<file path="src/rtl/mchan_pkg.sv">
// Shared mchan types: the per-tag transfer descriptor and the default sizing of the tag buffer.
package mchan_pkg;

   localparam int DESC_OPC_W     = 12;
   localparam int DESC_LEN_W     = 15;
   localparam int DESC_EXT_ADD_W = 3;
   localparam int DESC_TCDM_W    = 12;
   localparam int DESC_SID_W     = 2;
   localparam int DESC_TID_W     = 4;

   localparam int OPC_BUF_WIDTH = DESC_OPC_W + DESC_LEN_W + DESC_EXT_ADD_W + DESC_TCDM_W + DESC_SID_W;
   localparam int OPC_BUF_DEPTH = 2 ** DESC_TID_W;

   typedef struct packed {
      logic [DESC_OPC_W-1:0]     opc;
      logic [DESC_LEN_W-1:0]     len;
      logic [DESC_EXT_ADD_W-1:0] ext_add;
      logic [DESC_TCDM_W-1:0]    tcdm_add;
      logic [DESC_SID_W-1:0]     sid;
   } mchan_desc_t;

endpackage

</file>
<file path="src/rtl/tid_prio_enc.sv">
// Lowest-index free-tag finder: returns the first entry whose valid bit is clear (0 when none is free).
module tid_prio_enc #(
   parameter int TID_WIDTH = 4
) (
   input  logic [(2**TID_WIDTH)-1:0] i_valid,
   output logic [TID_WIDTH-1:0]      o_tid
);

   localparam int DEPTH = 2 ** TID_WIDTH;

   // Scanning downwards lets the lowest free index win the last assignment.
   always_comb begin
      o_tid = '0;
      for (int i = DEPTH - 1; i >= 0; i--) begin
         if (!i_valid[i]) begin
            o_tid = TID_WIDTH'(i);
         end
      end
   end

endmodule

</file>
<file path="src/rtl/ext_tid_tracker.sv">
// External transaction tag tracker: hands out free tags, stores each tag's descriptor and
// returns it, zero latency, when the response for that tag arrives.
module ext_tid_tracker
   import mchan_pkg::*;
#(
   parameter int EXT_TID_WIDTH   = 4,
   parameter int TCDM_OPC_WIDTH  = 12,
   parameter int TCDM_ADD_WIDTH  = 12,
   parameter int MCHAN_LEN_WIDTH = 15,
   parameter int TRANS_SID_WIDTH = 2,
   parameter int SWAP_OPC        = 1
) (
   input  logic                       clk_i,
   input  logic                       rst_ni,
   input  logic                       alloc_req_i,
   input  logic [TCDM_OPC_WIDTH-1:0]  opc_i,
   input  logic [MCHAN_LEN_WIDTH-1:0] len_i,
   input  logic [TCDM_ADD_WIDTH-1:0]  r_add_i,
   input  logic [2:0]                 add_i,
   input  logic [TRANS_SID_WIDTH-1:0] sid_i,
   output logic                       alloc_gnt_o,
   output logic [EXT_TID_WIDTH-1:0]   alloc_tid_o,
   input  logic                       rsp_valid_i,
   input  logic                       rsp_last_i,
   input  logic [EXT_TID_WIDTH-1:0]   rsp_tid_i,
   output logic [TCDM_OPC_WIDTH-1:0]  tcdm_opc_o,
   output logic [MCHAN_LEN_WIDTH-1:0] tcdm_len_o,
   output logic [TCDM_ADD_WIDTH-1:0]  tcdm_add_o,
   output logic [TRANS_SID_WIDTH-1:0] tcdm_sid_o,
   output logic [2:0]                 trans_rx_ext_add_o,
   output logic [2:0]                 trans_rx_tcdm_add_o,
   output logic                       rsp_err_o,
   input  logic                       flush_i,
   output logic                       full_o,
   output logic                       empty_o,
   output logic [EXT_TID_WIDTH:0]     outstanding_o
);

   localparam int DEPTH = 2 ** EXT_TID_WIDTH;
   localparam logic [EXT_TID_WIDTH:0] FULL_CNT = (EXT_TID_WIDTH + 1)'(DEPTH);
   localparam logic [TCDM_OPC_WIDTH-1:0] SWAP_MASK = (SWAP_OPC != 0) ? TCDM_OPC_WIDTH'(1) : '0;

   logic [DEPTH-1:0]         r_valid;
   mchan_desc_t              r_buf [DEPTH];
   logic [EXT_TID_WIDTH:0]   r_outstanding;

   logic [EXT_TID_WIDTH-1:0] w_free_tid;
   logic                     w_grant;
   logic                     w_retire;
   logic                     w_tid_live;
   mchan_desc_t              w_new;
   mchan_desc_t              w_rd;

   tid_prio_enc #(
      .TID_WIDTH (EXT_TID_WIDTH)
   ) u_prio_enc (
      .i_valid (r_valid),
      .o_tid   (w_free_tid)
   );

   assign full_o        = (r_outstanding == FULL_CNT);
   assign empty_o       = (r_outstanding == '0);
   assign outstanding_o = r_outstanding;
   assign alloc_tid_o   = w_free_tid;
   assign alloc_gnt_o   = alloc_req_i & ~full_o & ~flush_i;

   assign w_tid_live = r_valid[rsp_tid_i];
   assign rsp_err_o  = rsp_valid_i & ~w_tid_live;
   assign w_grant    = alloc_gnt_o;
   assign w_retire   = rsp_valid_i & rsp_last_i & w_tid_live & ~flush_i;

   always_comb begin
      w_new          = '0;
      w_new.opc      = DESC_OPC_W'(opc_i);
      w_new.len      = DESC_LEN_W'(len_i);
      w_new.ext_add  = DESC_EXT_ADD_W'(add_i);
      w_new.tcdm_add = DESC_TCDM_W'(r_add_i);
      w_new.sid      = DESC_SID_W'(sid_i);
   end

   assign w_rd                = r_buf[rsp_tid_i];
   assign tcdm_opc_o          = TCDM_OPC_WIDTH'(w_rd.opc) ^ SWAP_MASK;
   assign tcdm_len_o          = MCHAN_LEN_WIDTH'(w_rd.len);
   assign tcdm_add_o          = TCDM_ADD_WIDTH'(w_rd.tcdm_add);
   assign tcdm_sid_o          = TRANS_SID_WIDTH'(w_rd.sid);
   assign trans_rx_ext_add_o  = 3'(w_rd.ext_add);
   assign trans_rx_tcdm_add_o = tcdm_add_o[2:0];

   // Grant and retire never target the same entry: grant picks a free slot, retire a live one.
   always_ff @(posedge clk_i or negedge rst_ni) begin
      if (!rst_ni) begin
         r_valid       <= '0;
         r_outstanding <= '0;
      end else if (flush_i) begin
         r_valid       <= '0;
         r_outstanding <= '0;
      end else begin
         if (w_grant) begin
            r_valid[w_free_tid] <= 1'b1;
         end
         if (w_retire) begin
            r_valid[rsp_tid_i] <= 1'b0;
         end
         case ({w_grant, w_retire})
            2'b10:   r_outstanding <= r_outstanding + 1'b1;
            2'b01:   r_outstanding <= r_outstanding - 1'b1;
            default: r_outstanding <= r_outstanding;
         endcase
      end
   end

   // Payload survives a flush; only reset wipes it.
   always_ff @(posedge clk_i or negedge rst_ni) begin
      if (!rst_ni) begin
         for (int i = 0; i < DEPTH; i++) begin
            r_buf[i] <= '0;
         end
      end else if (w_grant) begin
         r_buf[w_free_tid] <= w_new;
      end
   end

endmodule

</file>
<file path="config.mk">
export PLATFORM = sky130hd
export DESIGN_NAME = ext_tid_tracker
export DESIGN_NICKNAME = d
export VERILOG_FILES = /design/src/rtl/mchan_pkg.sv /design/src/rtl/tid_prio_enc.sv /design/src/rtl/ext_tid_tracker.sv
export SDC_FILE = /design/constraint.sdc
export NUM_CORES = 1
export LEC_CHECK = 0
export CAP_MARGIN = 20
export CORE_MARGIN = 2
export CORE_UTILIZATION = 37
export CTS_BUF_LIST = sky130_fd_sc_hd__clkbuf_4
export DETAILED_ROUTE_END_ITERATION = 12
export PLACE_DENSITY_LB_ADDON = 0.1
export SLEW_MARGIN = 20
export SYNTH_ARGS = -nofsm -noshare
export SYNTH_HDL_FRONTEND = slang
export SYNTH_SLANG_ARGS = --single-unit
</file>
<file path="constraint.sdc">
create_clock -name clk_i -period 4.46 [get_ports clk_i]
set_input_delay 0.892 -clock clk_i [delete_from_list [all_inputs] [get_ports clk_i]]
set_output_delay 0.892 -clock clk_i [all_outputs]
set_load 0.01 [all_outputs]
</file>
=== Word level (Yosys, flattened, before mapping) ===
Cells that the tools add are included.

* Output and inout port bits: 60
* Word-level logic and storage cells: 148
* Input port bits: 54
* Register bits after elaboration: 725

* Reductions and logical operators: 5
* $lt $le $gt $ge: 7
* $add $sub $neg: 2
* Bitwise gates (word level): 15
* Equality and inequality tests: 3
* Multiplexer cells: 34

{| class="wikitable"
|+ Operators with widths
! kind !! count
|-
| $bwmux 704 || 1
|-
| $bmux 44 s4 || 1
|-
| $demux 44 s4 || 1
|-
| $mux 44 || 3
|-
| $mux 16 || 4
|-
| $mux 4 || 16
|-
| $and 16x16->16 || 1
|-
| $not 16->16 || 1
|-
| $or 16x16->16 || 1
|-
| $ge 5x5->1 const B || 2
|-
| $lt 4x5->1 const B || 2
|-
| $not 4->5 || 2
|-
| $pmux 5 s2 || 1
|-
| $demux 1 s4 || 2
|-
| $ge 4x1->1 const B || 2
|-
| $and 1x1->1 || 6
|-
| $add 5x1->5 const B || 1
|-
| $eq 5x5->1 const B || 1
|-
| $logic_not 5->1 || 1
|-
| $lt 5x1->1 const B || 1
|-
| $mux 5 || 1
|-
| $sub 5x1->5 const B || 1
|-
| $bmux 1 s4 || 1
|-
| $not 1->1 || 4
|-
| 5 further kinds || 9
|}

=== Logic depth before layout (Yosys ltp) ===
* Depth after elaboration: 26
* Gate-level depth with buffers: 13
* Depth with buffers taken out: 11

=== Hierarchy ===
A second synthesis with hierarchy kept.

* Cells, all modules: 1982
* Area, all modules: 32892.8 um^2

{| class="wikitable"
|+ Modules (own cells, without submodules)
! module !! times used !! seq. area each (um^2) !! cells each !! area an instance (um^2)
|-
| ext_tid_tracker || 1 || 18142.4 || 1950 || 32731.4
|-
| tid_prio_enc || 1 || 0.0 || 32 || 161.4
|}

=== Worst setup path before layout ===
Ideal clock, no wire load.

* Path kind: input to output
* From: input port rsp_tid_i[0]
* To: output port trans_rx_tcdm_add_o[0]
* Slack: 521 ps
* Data required time: 3568 ps
* Arrival time: 3047 ps
* Stages on the path: 6
* Buffers on the path: 4
* Cell sequence: clkbuf_1 > buf_2 > buf_1 > mux4_2 > mux4_2 > buf_4

* Word-level cells in the longest chain between the ends: 4

{| class="wikitable"
|+ RTL lines
! item !! RTL line !! source
|-
| start, declared || ext_tid_tracker.sv:25 || <nowiki>input logic [EXT_TID_WIDTH-1:0] rsp_tid_i,</nowiki>
|-
| $not 4->5 (not written as such) || ext_tid_tracker.sv:81 || <nowiki>assign w_rd = r_buf[rsp_tid_i];</nowiki>
|-
| $bmux 44 s4 || ext_tid_tracker.sv:81 ||
|-
| $mux 44 (not written as such) (2 in a row) || ext_tid_tracker.sv:81 ||
|-
| end, declared || ext_tid_tracker.sv:31 || <nowiki>output logic [2:0] trans_rx_tcdm_add_o,</nowiki>
|}

Every way passes these cells. The select of a mux whose other input is x is not followed.

=== Final worst setup path ===
* From: register r_valid[15]
* To: output port alloc_tid_o[0]

* Word-level cells in the longest chain between the ends: 16

{| class="wikitable"
|+ RTL lines
! item !! RTL line !! source
|-
| start, declared || ext_tid_tracker.sv:43 || <nowiki>logic [DEPTH-1:0] r_valid;</nowiki>
|-
| start signal, assigned || ext_tid_tracker.sv:92 || <nowiki>r_valid <= '0;</nowiki>
|-
| start signal, assigned || ext_tid_tracker.sv:95 || <nowiki>r_valid <= '0;</nowiki>
|-
| start signal, assigned by index || ext_tid_tracker.sv:99 || <nowiki>r_valid[w_free_tid] <= 1'b1;</nowiki>
|-
| $mux 4 (16 in a row) || tid_prio_enc.sv:15 || <nowiki>if (!i_valid[i]) begin</nowiki>
|-
| end, declared || ext_tid_tracker.sv:22 || <nowiki>output logic [EXT_TID_WIDTH-1:0] alloc_tid_o,</nowiki>
|}

Every way passes these cells.

==> impl_results.md <==
- Clk Latency, worst-skew pair: 1.05 ns
- FILL cells: 8012
- CP required: 3.57 ns
- GP Congestion: 0.772
- Full die area: 92100 µm²
- DIE WIDTH: 303 µm
- Clock Path Buffers: 3
- Port Buf Inserts: 113
- Final Non-Filler Cells: 3531
- Mapped cell area: 33200 µm²
- RSZ-0062 raised after global routing: no
- Worst slew pin tran: 0.765 ns
- Share of cells above drive strength 1: 0.548
- Fraction of registers with async set or reset after synthesis: 1.00
- Final net count: 2263
- Max stage delay on crit path: 0.58 ns
- TritonCTS Buffers: 200
- FMAX: 242 MHz
- Yosys Warn Count: 0
- Syn_nets: 2047
- Seq/Total Area, Yosys: 0.547
- Status: complete, no violations
- WP data arrival: 3.24 ns
- DRT Pass-1 Iters: 7
- Fin Setup TNS: 0 ns
- TritonCTS Sinks: 725
- Initial core utilization: 0.374
- Slowest stage cell, crit path: clkdlybuf4s50_1
- Final instance area: 38500 µm²
- Synth-to-layout area growth: 16.0%
- Residual DRC: 0
- Io pins: 114
- H-tree lvl count: 4
- Cell row count: 109
- Clock root buffer: clkbuf_4
- Leak Pwr: 0.0183 µW
- Worst IR Drop VDD: 0.000218 V
- CTS tree: yes
- Commonest cells after routing, fill and taps aside: dfrtp_1 (725), mux2_2 (651), clkbuf_4 (293)
- Placed insts: 3167
- Total wire length: 87.7 mm
- Yosys cell types: 54
- Dpl ws: 0.331 ns
- Main synth FF type: dfrtp_1
- Crit. End Element: output port
- Post-synth EDFFs: 0
- Clk slew on worst S/H paths: 0.06 ns
- Clock Skew: 0.0555 ns
- Initial antenna violation count: 6
- Die H: 303 µm
- Syn Inst Count: 1989
- Worst setup margin: 0.325 ns
- Setup Fix Bufs, Post-CTS: 0
- Top fanout value on the critical path: 5
- PwrDens: 365 nW/µm²
- Crit path time final: 4.14 ns
- Synth Register Bits: 725
- Crit share post-route: 0.927
- Fin. max-slew vios: 0
- Worst min path class: input port to async pin
- Grt ovf: 0
- Max cap viols: 0
- Core area: 88600 µm²
- GRT Util Overall: 0.197
- Most common cell after layout, fill and taps aside: dfrtp_1
- Vias per std cell: 5.37
- Final setup fails: 0
- Largest net degree at the start of global routing: 100
- Global-route wire length before repair: 133 mm
- WHS: 0.449 ns
- Crit-path cells: nand2b_1 -> a211oi_1 -> o2111a_1 -> o21ai_2 -> inv_2 -> clkdlybuf4s50_1
- 1st-iter DRT viols: 833
- Final ANT Viol Nets: 0
- Placement Cell Area: 35900 µm²
- Rel. slew slack: 0.490
- Dpl hpwl: 50.0 mm
- Fin. Hold Viols: 0
- Avg Cell Area, Syn: 16.7 µm²
- R2R cell count: 10
- CP startpoint kind: register
- Wire length per cell: 24.8 µm
- Via count: 19000
- Number of global-route vias before repair: 21000
- Crit Path Class: register to output port
final cells by class:
type,instances,area (µm²),share of cell area
Antenna cell,6,15.0,0.000390
Clock buffer,293,2200,0.0571
Tap cell,1165,1460,0.0379
Inverter,17,68.8,0.00179
Sequential cell,725,18100,0.471
Multi-Input combinational cell,1072,14100,0.366
Clock inverter,64,372,0.00965
Timing Repair Buffer,189,2140,0.0556
cell usage after synthesis (2+ instances only):
library cell	number	area (µm²)
buf_4	8	60.1
mux2_1	54	608
dfrtp_1	725	18100
o211a_1	6	60.1
o21a_1	2	15.0
nand2_1	12	45.0
o2111a_1	2	22.5
a21oi_1	11	55.1
mux2i_1	9	90.1
nor2_4	2	22.5
and3_1	5	31.3
clkbuf_1	75	282
o21ai_2	2	17.5
a21o_1	3	22.5
o21ai_0	5	25.0
buf_6	24	270
nand2b_1	4	25.0
buf_1	20	75.1
nand4_1	7	43.8
nor2b_1	5	31.3
ha_1	3	37.5
nand3_1	7	35.0
inv_1	15	56.3
nand4_2	2	25.0
nor3_1	8	40.0
buf_2	47	235
or4_4	2	22.5
nand3_2	2	20.0
mux2_2	651	7330
a221oi_1	10	87.6
a211oi_1	2	15.0
nor2_1	11	41.3
nand3_4	7	123
mux4_2	221	4980
sequential cells by signal (all words and copies together) (netlist names):
register / flops
outstanding_o: 5
r_buf: 704
r_valid: 16
metrics by stage:
| step | utilization | power (µW) |
|---|---|---|
| global route | 0.434 | 14800 |
| finish | 0.434 | 14100 |
| CTS | 0.434 | 14400 |
| detailed placement | 0.405 | 8120 |
| global placement | 0.405 | 8090 |
| floorplan | - | 7610 |
final timing paths:
check / from / to / slack [ns]
min: rst_ni / r_buf[622]$_DFFE_PN0P_ / 0.45
min reg2reg: r_buf[302]$_DFFE_PN0P_ / r_buf[302]$_DFFE_PN0P_ / 0.49
max reg2reg: r_valid[3]$_DFF_PN0_ / outstanding_o[4]$_DFFE_PN0P_ / 1.12
max in group asynchronous: rst_ni / r_buf[55]$_DFFE_PN0P_ / 2.85
min in group clk_i: r_buf[302]$_DFFE_PN0P_ / r_buf[302]$_DFFE_PN0P_ / 0.49
max: r_valid[15]$_DFF_PN0_ / alloc_tid_o[0] / 0.32
critical path: cells and delay by family, from the launching register on:
family	cells	cell delay, ns
compound gates	3	0.92
flops	1	0.42
simple gates	1	0.16
buf+inv	2	0.75
kinds of logic after synthesis:
family / Yosys count / synth area share
multiplexers: 935 / 0.392
adder cells (fa/ha/maj): 4 / 0.00174
flip-flops: 725 / 0.547
buffers and inverters: 192 / 0.0300
XOR/XNOR: 2 / 0.000528
AO/OA/AOI/OAI: 50 / 0.0118
AND/OR/NAND/NOR: 81 / 0.0169
repair_timing:
item | 4_1_cts | 5_1_grt
hold buffers | 1 | 0
hold endpoints to repair | 73 | 0
resized for setup | 0 | 0
metal layers:
metal | track usage | wire, µm
met5 | 0 | 36
met4 | 0.0708 | 2110
met3 | 0.0413 | 3380
met2 | 0.325 | 43700
met1 | 0.256 | 38500
where the power goes:
part / internal [µW] / switching [µW] / leakage (µW) / total (µW)
clock network: 3230 / 2850 / 0.00153 / 6080
registers: 6800 / 117 / 0.00994 / 6920
logic: 523 / 533 / 0.00683 / 1060
Note: power is estimated with default switching activity, not from simulation.
